==> src/rtl/alu_arbiter.sv <==
// -----------------------------------------------------------------------------
// alu_arbiter
//
// Lets two requesters share the single-cycle datapath ALU. Requests are
// arbitrated round-robin. The winning operands and control code are
// registered and driven into the ALU. The ALU outputs are captured one cycle
// later and returned to the winner over a valid/ready response channel.
// Only one operation is in flight at a time.
//
// Parameters
//   WIDTH        operand/result width, must match the ALU
//   CTRLW        ALUControl width
//
// Ports
//   clk                      system clock, all state on the rising edge
//   reset                    synchronous, active-high
//   ReqValid0/1      in      requester i has an operation pending
//   ReqReady0/1      out     request i accepted this cycle
//   ReqSrcA0/1       in      operand A of requester i
//   ReqSrcB0/1       in      operand B of requester i
//   ReqCtrl0/1       in      ALUControl code of requester i (not decoded)
//   RspValid0/1      out     result for requester i is available
//   RspReady0/1      in      requester i takes the result
//   RspResult0/1     out     captured ALUResult
//   RspZero0/1       out     captured Zero flag
//   RspNegative0/1   out     captured Negative flag
//   SrcA, SrcB       out     registered operands to the ALU
//   ALUControl       out     registered control code to the ALU
//   ALUResult        in      combinational result from the ALU
//   Zero, Negative   in      combinational flags from the ALU
//   GrantId          out     owner of the current operation (valid outside IDLE)
//   OpCount          out     completed response handshakes, wraps silently
// -----------------------------------------------------------------------------
module alu_arbiter #(
    parameter int WIDTH = 32,
    parameter int CTRLW = 5
) (
    input  logic             clk,
    input  logic             reset,

    input  logic             ReqValid0,
    input  logic             ReqValid1,
    output logic             ReqReady0,
    output logic             ReqReady1,
    input  logic [WIDTH-1:0] ReqSrcA0,
    input  logic [WIDTH-1:0] ReqSrcA1,
    input  logic [WIDTH-1:0] ReqSrcB0,
    input  logic [WIDTH-1:0] ReqSrcB1,
    input  logic [CTRLW-1:0] ReqCtrl0,
    input  logic [CTRLW-1:0] ReqCtrl1,

    output logic             RspValid0,
    output logic             RspValid1,
    input  logic             RspReady0,
    input  logic             RspReady1,
    output logic [WIDTH-1:0] RspResult0,
    output logic [WIDTH-1:0] RspResult1,
    output logic             RspZero0,
    output logic             RspZero1,
    output logic             RspNegative0,
    output logic             RspNegative1,

    output logic [WIDTH-1:0] SrcA,
    output logic [WIDTH-1:0] SrcB,
    output logic [CTRLW-1:0] ALUControl,
    input  logic [WIDTH-1:0] ALUResult,
    input  logic             Zero,
    input  logic             Negative,

    output logic             GrantId,
    output logic [15:0]      OpCount
);

    typedef enum logic [1:0] {
        IDLE  = 2'd0,
        ISSUE = 2'd1,
        RESP  = 2'd2
    } state_t;

    state_t           state;
    state_t           state_next;

    logic             last_grant;
    logic             grant_id;
    logic             winner;
    logic             any_req;
    logic             accept;
    logic             rsp_taken;

    logic [WIDTH-1:0] src_a;
    logic [WIDTH-1:0] src_b;
    logic [CTRLW-1:0] alu_ctrl;

    logic             rsp_valid0;
    logic             rsp_valid1;
    logic [WIDTH-1:0] rsp_result0;
    logic [WIDTH-1:0] rsp_result1;
    logic             rsp_zero0;
    logic             rsp_zero1;
    logic             rsp_neg0;
    logic             rsp_neg1;

    logic [15:0]      op_count;

    // Round-robin pick: a lone requester always wins; when both ask, the one
    // that did not win last time goes first. With no request the value is
    // unused.
    always_comb begin
        any_req = ReqValid0 | ReqValid1;
        if (ReqValid0 && ReqValid1) begin
            winner = ~last_grant;
        end else begin
            winner = ReqValid1;
        end
    end

    // Next-state and handshake decode. Ready is only ever offered in IDLE
    // and is held off while reset is high so nothing is accepted then.
    always_comb begin
        state_next = state;
        accept     = 1'b0;
        rsp_taken  = 1'b0;
        ReqReady0  = 1'b0;
        ReqReady1  = 1'b0;
        case (state)
            IDLE: begin
                if (any_req && !reset) begin
                    accept     = 1'b1;
                    ReqReady0  = ~winner;
                    ReqReady1  = winner;
                    state_next = ISSUE;
                end
            end
            ISSUE: begin
                state_next = RESP;
            end
            RESP: begin
                // Only the owner's ready matters; the other side is ignored.
                rsp_taken = grant_id ? RspReady1 : RspReady0;
                if (rsp_taken) begin
                    state_next = IDLE;
                end
            end
            default: begin
                state_next = IDLE;
            end
        endcase
    end

    always_ff @(posedge clk) begin
        if (reset) begin
            state <= IDLE;
        end else begin
            state <= state_next;
        end
    end

    // Datapath registers. Operands load only on an accept so the ALU inputs
    // keep their last value between operations. A reset in ISSUE or RESP
    // drops the in-flight operation without producing a response.
    always_ff @(posedge clk) begin
        if (reset) begin
            src_a       <= '0;
            src_b       <= '0;
            alu_ctrl    <= '0;
            grant_id    <= 1'b0;
            last_grant  <= 1'b1;
            rsp_valid0  <= 1'b0;
            rsp_valid1  <= 1'b0;
            rsp_result0 <= '0;
            rsp_result1 <= '0;
            rsp_zero0   <= 1'b0;
            rsp_zero1   <= 1'b0;
            rsp_neg0    <= 1'b0;
            rsp_neg1    <= 1'b0;
            op_count    <= '0;
        end else begin
            if (accept) begin
                src_a      <= winner ? ReqSrcA1 : ReqSrcA0;
                src_b      <= winner ? ReqSrcB1 : ReqSrcB0;
                alu_ctrl   <= winner ? ReqCtrl1 : ReqCtrl0;
                grant_id   <= winner;
                last_grant <= winner;
            end

            // The ALU has been looking at the registered operands for the
            // whole ISSUE cycle, so its outputs are settled at this edge.
            if (state == ISSUE) begin
                if (grant_id) begin
                    rsp_result1 <= ALUResult;
                    rsp_zero1   <= Zero;
                    rsp_neg1    <= Negative;
                    rsp_valid1  <= 1'b1;
                end else begin
                    rsp_result0 <= ALUResult;
                    rsp_zero0   <= Zero;
                    rsp_neg0    <= Negative;
                    rsp_valid0  <= 1'b1;
                end
            end

            if (rsp_taken) begin
                if (grant_id) begin
                    rsp_valid1 <= 1'b0;
                end else begin
                    rsp_valid0 <= 1'b0;
                end
                op_count <= op_count + 16'd1;
            end
        end
    end

    assign SrcA         = src_a;
    assign SrcB         = src_b;
    assign ALUControl   = alu_ctrl;
    assign GrantId      = grant_id;
    assign OpCount      = op_count;

    assign RspValid0    = rsp_valid0;
    assign RspValid1    = rsp_valid1;
    assign RspResult0   = rsp_result0;
    assign RspResult1   = rsp_result1;
    assign RspZero0     = rsp_zero0;
    assign RspZero1     = rsp_zero1;
    assign RspNegative0 = rsp_neg0;
    assign RspNegative1 = rsp_neg1;

endmodule
==> config.mk <==
export PLATFORM = sky130hd
export DESIGN_NAME = alu_arbiter
export DESIGN_NICKNAME = d
export VERILOG_FILES = /design/src/rtl/alu_arbiter.sv
export SDC_FILE = /design/constraint.sdc
export NUM_CORES = 1
export LEC_CHECK = 0
export CAP_MARGIN = 20
export CORE_AREA = 2 2 130 132
export DETAILED_ROUTE_END_ITERATION = 7
export DIE_AREA = 0 0 132 134
export PLACE_DENSITY = 0.79
export SLEW_MARGIN = 30
export SYNTH_ARGS = -nofsm -noshare
export SYNTH_HDL_FRONTEND = slang
export SYNTH_SLANG_ARGS = --single-unit
==> constraint.sdc <==
create_clock -name clk -period 5 [get_ports clk]
set_clock_uncertainty 0.05 [all_clocks]
set_input_delay 1 -clock clk [delete_from_list [all_inputs] [get_ports clk]]
set_output_delay 1 -clock clk [all_outputs]
set_load 0.05 [all_outputs]
==> results.json, run 1 <==
{
  "status": "complete, no violations",
  "crit_family": "buffers and inverters",
  "tns_ns": 0,
  "cts_tree": "built",
  "num_io_pins": 336,
  "routed-via-count": 6247,
  "syn_inst": 725,
  "fin_ws_ns": 0.881,
  "gp_congestion": 0.793,
  "cp_max_fo": 4,
  "maxClockFrequency_mhz": 243,
  "drt_pass1_iterations": 4,
  "min_period_ns": 4.12,
  "dp_hpwl_mm": 14.6,
  "clkPwrFrac": 0.373,
  "ys_seq_elements": 159,
  "worstSetupStartpointType": "primary input",
  "via_per_inst": 4.95,
  "post_cts_buffers": 0,
  "nFillCells": 1399,
  "grt_pass1_vias": 5865,
  "drt_iter0_drc": 249,
  "dp_slack_ns": 0.889,
  "hold_buffers": 0,
  "nNetsFinal": 1209,
  "drv_cap": 0,
  "p_per_area_nw_per_um2": 344,
  "finalHoldViolCount": 0,
  "fp.coreArea_um2": 16300,
  "rsz0062_at_grt": "false",
  "syn_to_final_growth_pct": 64.7,
  "fp.dieH_um": 134,
  "clock_latency_ns": 0.41,
  "synth.top_cell.area_share": 0.503,
  "rr_startpoint": "state[0]",
  "cts-resized-gates": 0,
  "finalCritPeriodShare": 0.824,
  "internal-power_mw": 2.49,
  "cts_max_path_buffers": 2,
  "critPathKind": "primary input to primary output",
  "crit_path_end_kind": "primary output",
  "slew_viol_final": 0,
  "grt_max_degree": 83,
  "drive_gt1_frac": 0.0451,
  "yosysWarnings": 0,
  "leakagePower_nw": 3.67,
  "drc": 0,
  "port_buffers": 335,
  "cts.sinks": 159,
  "power_frac_seq": 0.389,
  "p_switching_mw": 1.09,
  "crit_start": "ReqValid0",
  "yosysSeqAreaShare": 0.503,
  "mostFrequentLayoutCells": "333 x clkdlybuf4s50_1, 159 x dfxtp_1, 147 x nand2_1",
  "grt_use_total": 0.218,
  "critPathMaxStageDelay_ns": 0.81,
  "synthesis.area_um2": 6320,
  "cp_slowest_cell": "clkdlybuf4s50_1",
  "hold_class": "flop to flop",
  "grt_pass1_wl_mm": 30.5,
  "diodes": 0,
  "syn-mean-instance-area_um2": 8.72,
  "detail-route-antenna-nets": 0,
  "worstMarginPinSlew_ns": 0.857,
  "fin_hold_ws_ns": 0.401,
  "grt_overflow": 0,
  "synth_nets": 904,
  "critical_path_buf_inv_count": 2,
  "maxSlewHeadroom": 0.429,
  "wl_per_cell_um": 15.7,
  "worstPathRequired_ns": 3.95,
  "swShare": 0.305,
  "synth_top_area_cell": "dfxtp_1",
  "layout_commonest_cell": "clkdlybuf4s50_1",
  "clk_root_buffer_cell": "clkbuf_16",
  "synth.area.top_cells": "dfxtp_1 50%, mux2i_1 11%, nand2_1 8.7%",
  "cts_buffers": 17,
  "drt-total-wl_mm": 19.8,
  "crit_chain": "clkdlybuf4s50_1 -> nor2_1 -> or4_1 -> nor2_1 -> clkdlybuf4s50_1",
  "final_core_util": 0.639,
  "path_clk_slew_ns": 0.06,
  "yosysUniqueCellTypes": 32,
  "initial_core_util": 0.388,
  "vdd_drop_max_v": 0.000244,
  "setup_violations": 0,
  "htreeDepth": 4,
  "p_comb_frac": 0.238,
  "die_area_um2": 17700,
  "hold_start": "RspResult0[10]",
  "arrival_ns": 3.07,
  "die_width_um": 132,
  "rows": 47,
  "antenna_found_initial": 0
}
-- layout make-up --
| class | count | area [µm²] | area share |
|---|---|---|---|
| Multi-Input combinational cell | 503 | 2890 | 0.277 |
| Clock buffer | 18 | 429 | 0.0412 |
| Sequential cell | 159 | 3180 | 0.306 |
| Clock inverter | 14 | 183 | 0.0175 |
| Tap cell | 220 | 275 | 0.0264 |
| Inverter | 5 | 21.3 | 0.00204 |
| Timing Repair Buffer | 344 | 3430 | 0.330 |
-- cell usage after synthesis --
library cell	instances
dfxtp_1	159
or3_1	2
nand2b_1	1
a21oi_1	81
a211oi_1	71
nand4_1	5
and2_1	4
nor2_1	81
buf_6	1
xor2_1	4
mux2_1	1
a21boi_1	1
and4_1	2
nor4_1	2
nand3_1	4
mux2_2	1
or2_1	1
o21ai_0	4
clkbuf_1	41
nand2_1	147
inv_2	2
buf_2	14
buf_1	2
xnor2_1	3
mux2i_1	69
nor3b_1	1
inv_1	3
mux2i_2	1
o31ai_1	6
ha_1	1
nor2b_1	3
or4_1	7
-- layer usage --
metal | vias up | GRT usage | share of wire
li1 | 3125 | - | -
met1 | 2822 | 0.251 | 0.40
met2 | 259 | 0.380 | 0.50
met3 | 41 | 0.0578 | 0.066
met4 | 0 | 0.0996 | 0.030
met5 | - | 0 | 0
-- metrics by stage --
stage	total power [mW]	instance area [µm²]	cells
after floorplan	1.91	6320	725
after global placement	2.26	9800	1231
after detailed placement	2.28	9800	1231
after CTS	3.61	10400	1263
after global routing	3.72	10400	1263
final	3.58	10400	1263
-- state kept, by name, indices dropped and copies added, names as in the netlist, named ones only --
name and flops:
OpCount 16, RspNegative0 1, RspResult0 32, GrantId 1
state 2, ALUControl 5, SrcA 32, last_grant 1
SrcB 32, RspResult1 32, RspNegative1 1, RspZero1 1
RspZero0 1
-- worst register-to-register path, cell delays in order, from the launching register on --
cell	delay, ns
dfxtp_1	0.39
or4_1	0.65
inv_4	0.09
buf_4	0.51
buf_4	0.66
nor2_1	0.10
a211oi_1	0.24
-- kinds of logic after synthesis --
group                    after synthesis  synth area share
flip-flops                           159             0.503
XOR/XNOR                               7           0.00970
AND/OR/NAND/NOR                      260             0.169
multiplexers                          72             0.115
buffers and inverters                 63            0.0414
AO/OA/AOI/OAI                        163             0.160
adder cells (fa/ha/maj)                1           0.00198
-- power by group through the flow --
stage          sequential (mW)  clock [mW]  combinational [mW]
2_1_floorplan             1.68           0               0.228
3_3_place_gp              1.42           0               0.848
3_5_place_dp              1.42           0               0.855
4_1_cts                   1.39        1.36               0.858
5_1_grt                   1.40        1.41               0.900
6_report                  1.39        1.33               0.851
-- worst paths after layout --
path,end,slack (ns),cells past startpoint
worst min register to register,RspResult0[10],0.40,2
worst min-delay path,RspResult0[10],0.40,2
worst max register to register,SrcB[8],2.22,6
worst max-delay path,ReqReady0,0.88,5
(Power assumes the default switching activity.)
==> inputs of run 2 (changes only) <==
- CORE_AREA: 2 2 130 132 -> default
- CORE_MARGIN: default -> 2
- CORE_UTILIZATION: default -> 39
- DIE_AREA: 0 0 132 134 -> default
- clock period: 5 -> 4.29 ns (I/O delays scaled with it)
==> results.json, run 2 (synthesis results as in run 1) <==
{
  "dp_hpwl_mm": 14.4,
  "clock_latency_ns": 0.42,
  "grt_pass1_wl_mm": 31.1,
  "gp_congestion": 0.800,
  "drt_pass1_iterations": 4,
  "finalHoldViolCount": 0,
  "post_cts_buffers": 0,
  "p_per_area_nw_per_um2": 400,
  "die_area_um2": 17200,
  "rows": 46,
  "mostFrequentLayoutCells": "332 x clkdlybuf4s50_1, 159 x dfxtp_1, 147 x nand2_1",
  "crit_path_end_kind": "primary output",
  "clkPwrFrac": 0.373,
  "hold_buffers": 0,
  "cts.sinks": 159,
  "grt_pass1_vias": 5915,
  "cts-resized-gates": 0,
  "detail-route-antenna-nets": 0,
  "dpl_cell_area_um2": 9800,
  "use_met2": 0.398,
  "worstPathRequired_ns": 3.38,
  "swShare": 0.294,
  "setup_violations": 0,
  "grt_use_total": 0.226,
  "hold_class": "flop to flop",
  "worstMarginPinSlew_ns": 0.799,
  "initial_core_util": 0.398,
  "grt_overflow": 0,
  "critPathKind": "primary input to primary output",
  "tns_ns": 0,
  "antenna_found_initial": 0,
  "power_frac_seq": 0.390,
  "hold_start": "RspZero0",
  "rsz0062_at_grt": "false",
  "p_switching_mw": 1.22,
  "cts_buffers": 17,
  "status": "complete, no violations",
  "drt_iter0_drc": 239,
  "drt-total-wl_mm": 19.6,
  "fp.dieH_um": 131,
  "worstSetupStartpointType": "primary input",
  "die_width_um": 131,
  "leakagePower_nw": 3.68,
  "syn_to_final_growth_pct": 64.5,
  "crit_family": "buffers and inverters",
  "gr-usage-met1": 0.265,
  "crit_chain": "clkdlybuf4s50_1 -> nor2_1 -> or4_1 -> inv_4 -> nand2_1 -> inv_2 -> buf_12",
  "p_comb_frac": 0.238,
  "dp_slack_ns": 0.830,
  "critical_path_buf_inv_count": 4,
  "layout_commonest_cell": "clkdlybuf4s50_1",
  "cp_max_fo": 20,
  "path_clk_slew_ns": 0.06,
  "r2r_slack_ns": 2.06,
  "via_per_inst": 4.88,
  "slew_viol_final": 0,
  "cts_tree": "built",
  "nNetsFinal": 1210,
  "grt_util_met3": 0.0575,
  "fin_ws_ns": 0.833,
  "final_area_um2": 10400,
  "min_period_ns": 3.46,
  "vdd_drop_max_v": 0.000273,
  "fp.coreArea_um2": 15900,
  "crit_start": "ReqValid0",
  "clk_root_buffer_cell": "clkbuf_16",
  "drc": 0,
  "diodes": 0,
  "grt-busiest-layer": "met2",
  "grt_max_degree": 99,
  "port_buffers": 335,
  "internal-power_mw": 2.94,
  "finalCritPeriodShare": 0.806,
  "rr_startpoint": "state[1]",
  "critPathMaxStageDelay_ns": 0.55,
  "wl_per_cell_um": 15.6,
  "htreeDepth": 4,
  "cp_slowest_cell": "clkdlybuf4s50_1",
  "routed-via-count": 6137,
  "arrival_ns": 2.55,
  "p_total_mw": 4.16,
  "drive_gt1_frac": 0.0441,
  "maxClockFrequency_mhz": 289,
  "cts_max_path_buffers": 2,
  "maxSlewHeadroom": 0.468,
  "drv_cap": 0,
  "num_io_pins": 336
}
run 2: worst reg2reg max path, cell delays in order (launching register included):
cell      delay (ns)
dfxtp_1         0.37
or4_1           0.65
inv_4           0.21
buf_4           0.51
nor2_1          0.12
a211oi_1        0.23
run 2: per-stage QoR:
step	utilization	cells	hold slack [ns]
after floorplan	-	725	0.388
after global placement	0.617	1228	0.391
after detailed placement	0.617	1228	0.395
after CTS	0.655	1258	0.404
after global routing	0.655	1258	0.419
final	0.655	1258	0.401
run 2: area by class of cell:
cell class | instances | area (µm²)
fillers | 1362 | 5480
inverters | 5 | 21.3
clock buffers | 19 | 433
flip-flops and latches | 159 | 3180
clock inverters | 11 | 168
well taps | 216 | 270
multi-input cells | 503 | 2890
repair buffers | 345 | 3440
run 2: worst paths after layout:
path                    end  depth (start not counted)
setup / recovery  ReqReady1                          7
hold / removal     RspZero0                          2
setup reg to reg   SrcB[20]                          5
hold reg to reg    RspZero0                          2
run 2: routing by layer:
metal  share of wire  vias to the layer above
li1                -                     3125
met2            0.50                      218
met5               0                        -
met3           0.062                       29
met1            0.41                     2765
met4           0.026                        0
run 2: power by group through the flow:
| stage | registers (mW) | clock network [mW] | logic (mW) |
|---|---|---|---|
| after floorplan | 1.96 | 0 | 0.266 |
| after global placement | 1.65 | 0 | 0.987 |
| after CTS | 1.62 | 1.58 | 0.997 |
| final | 1.62 | 1.55 | 0.989 |
| after global routing | 1.63 | 1.64 | 1.05 |
| after detailed placement | 1.65 | 0 | 0.993 |
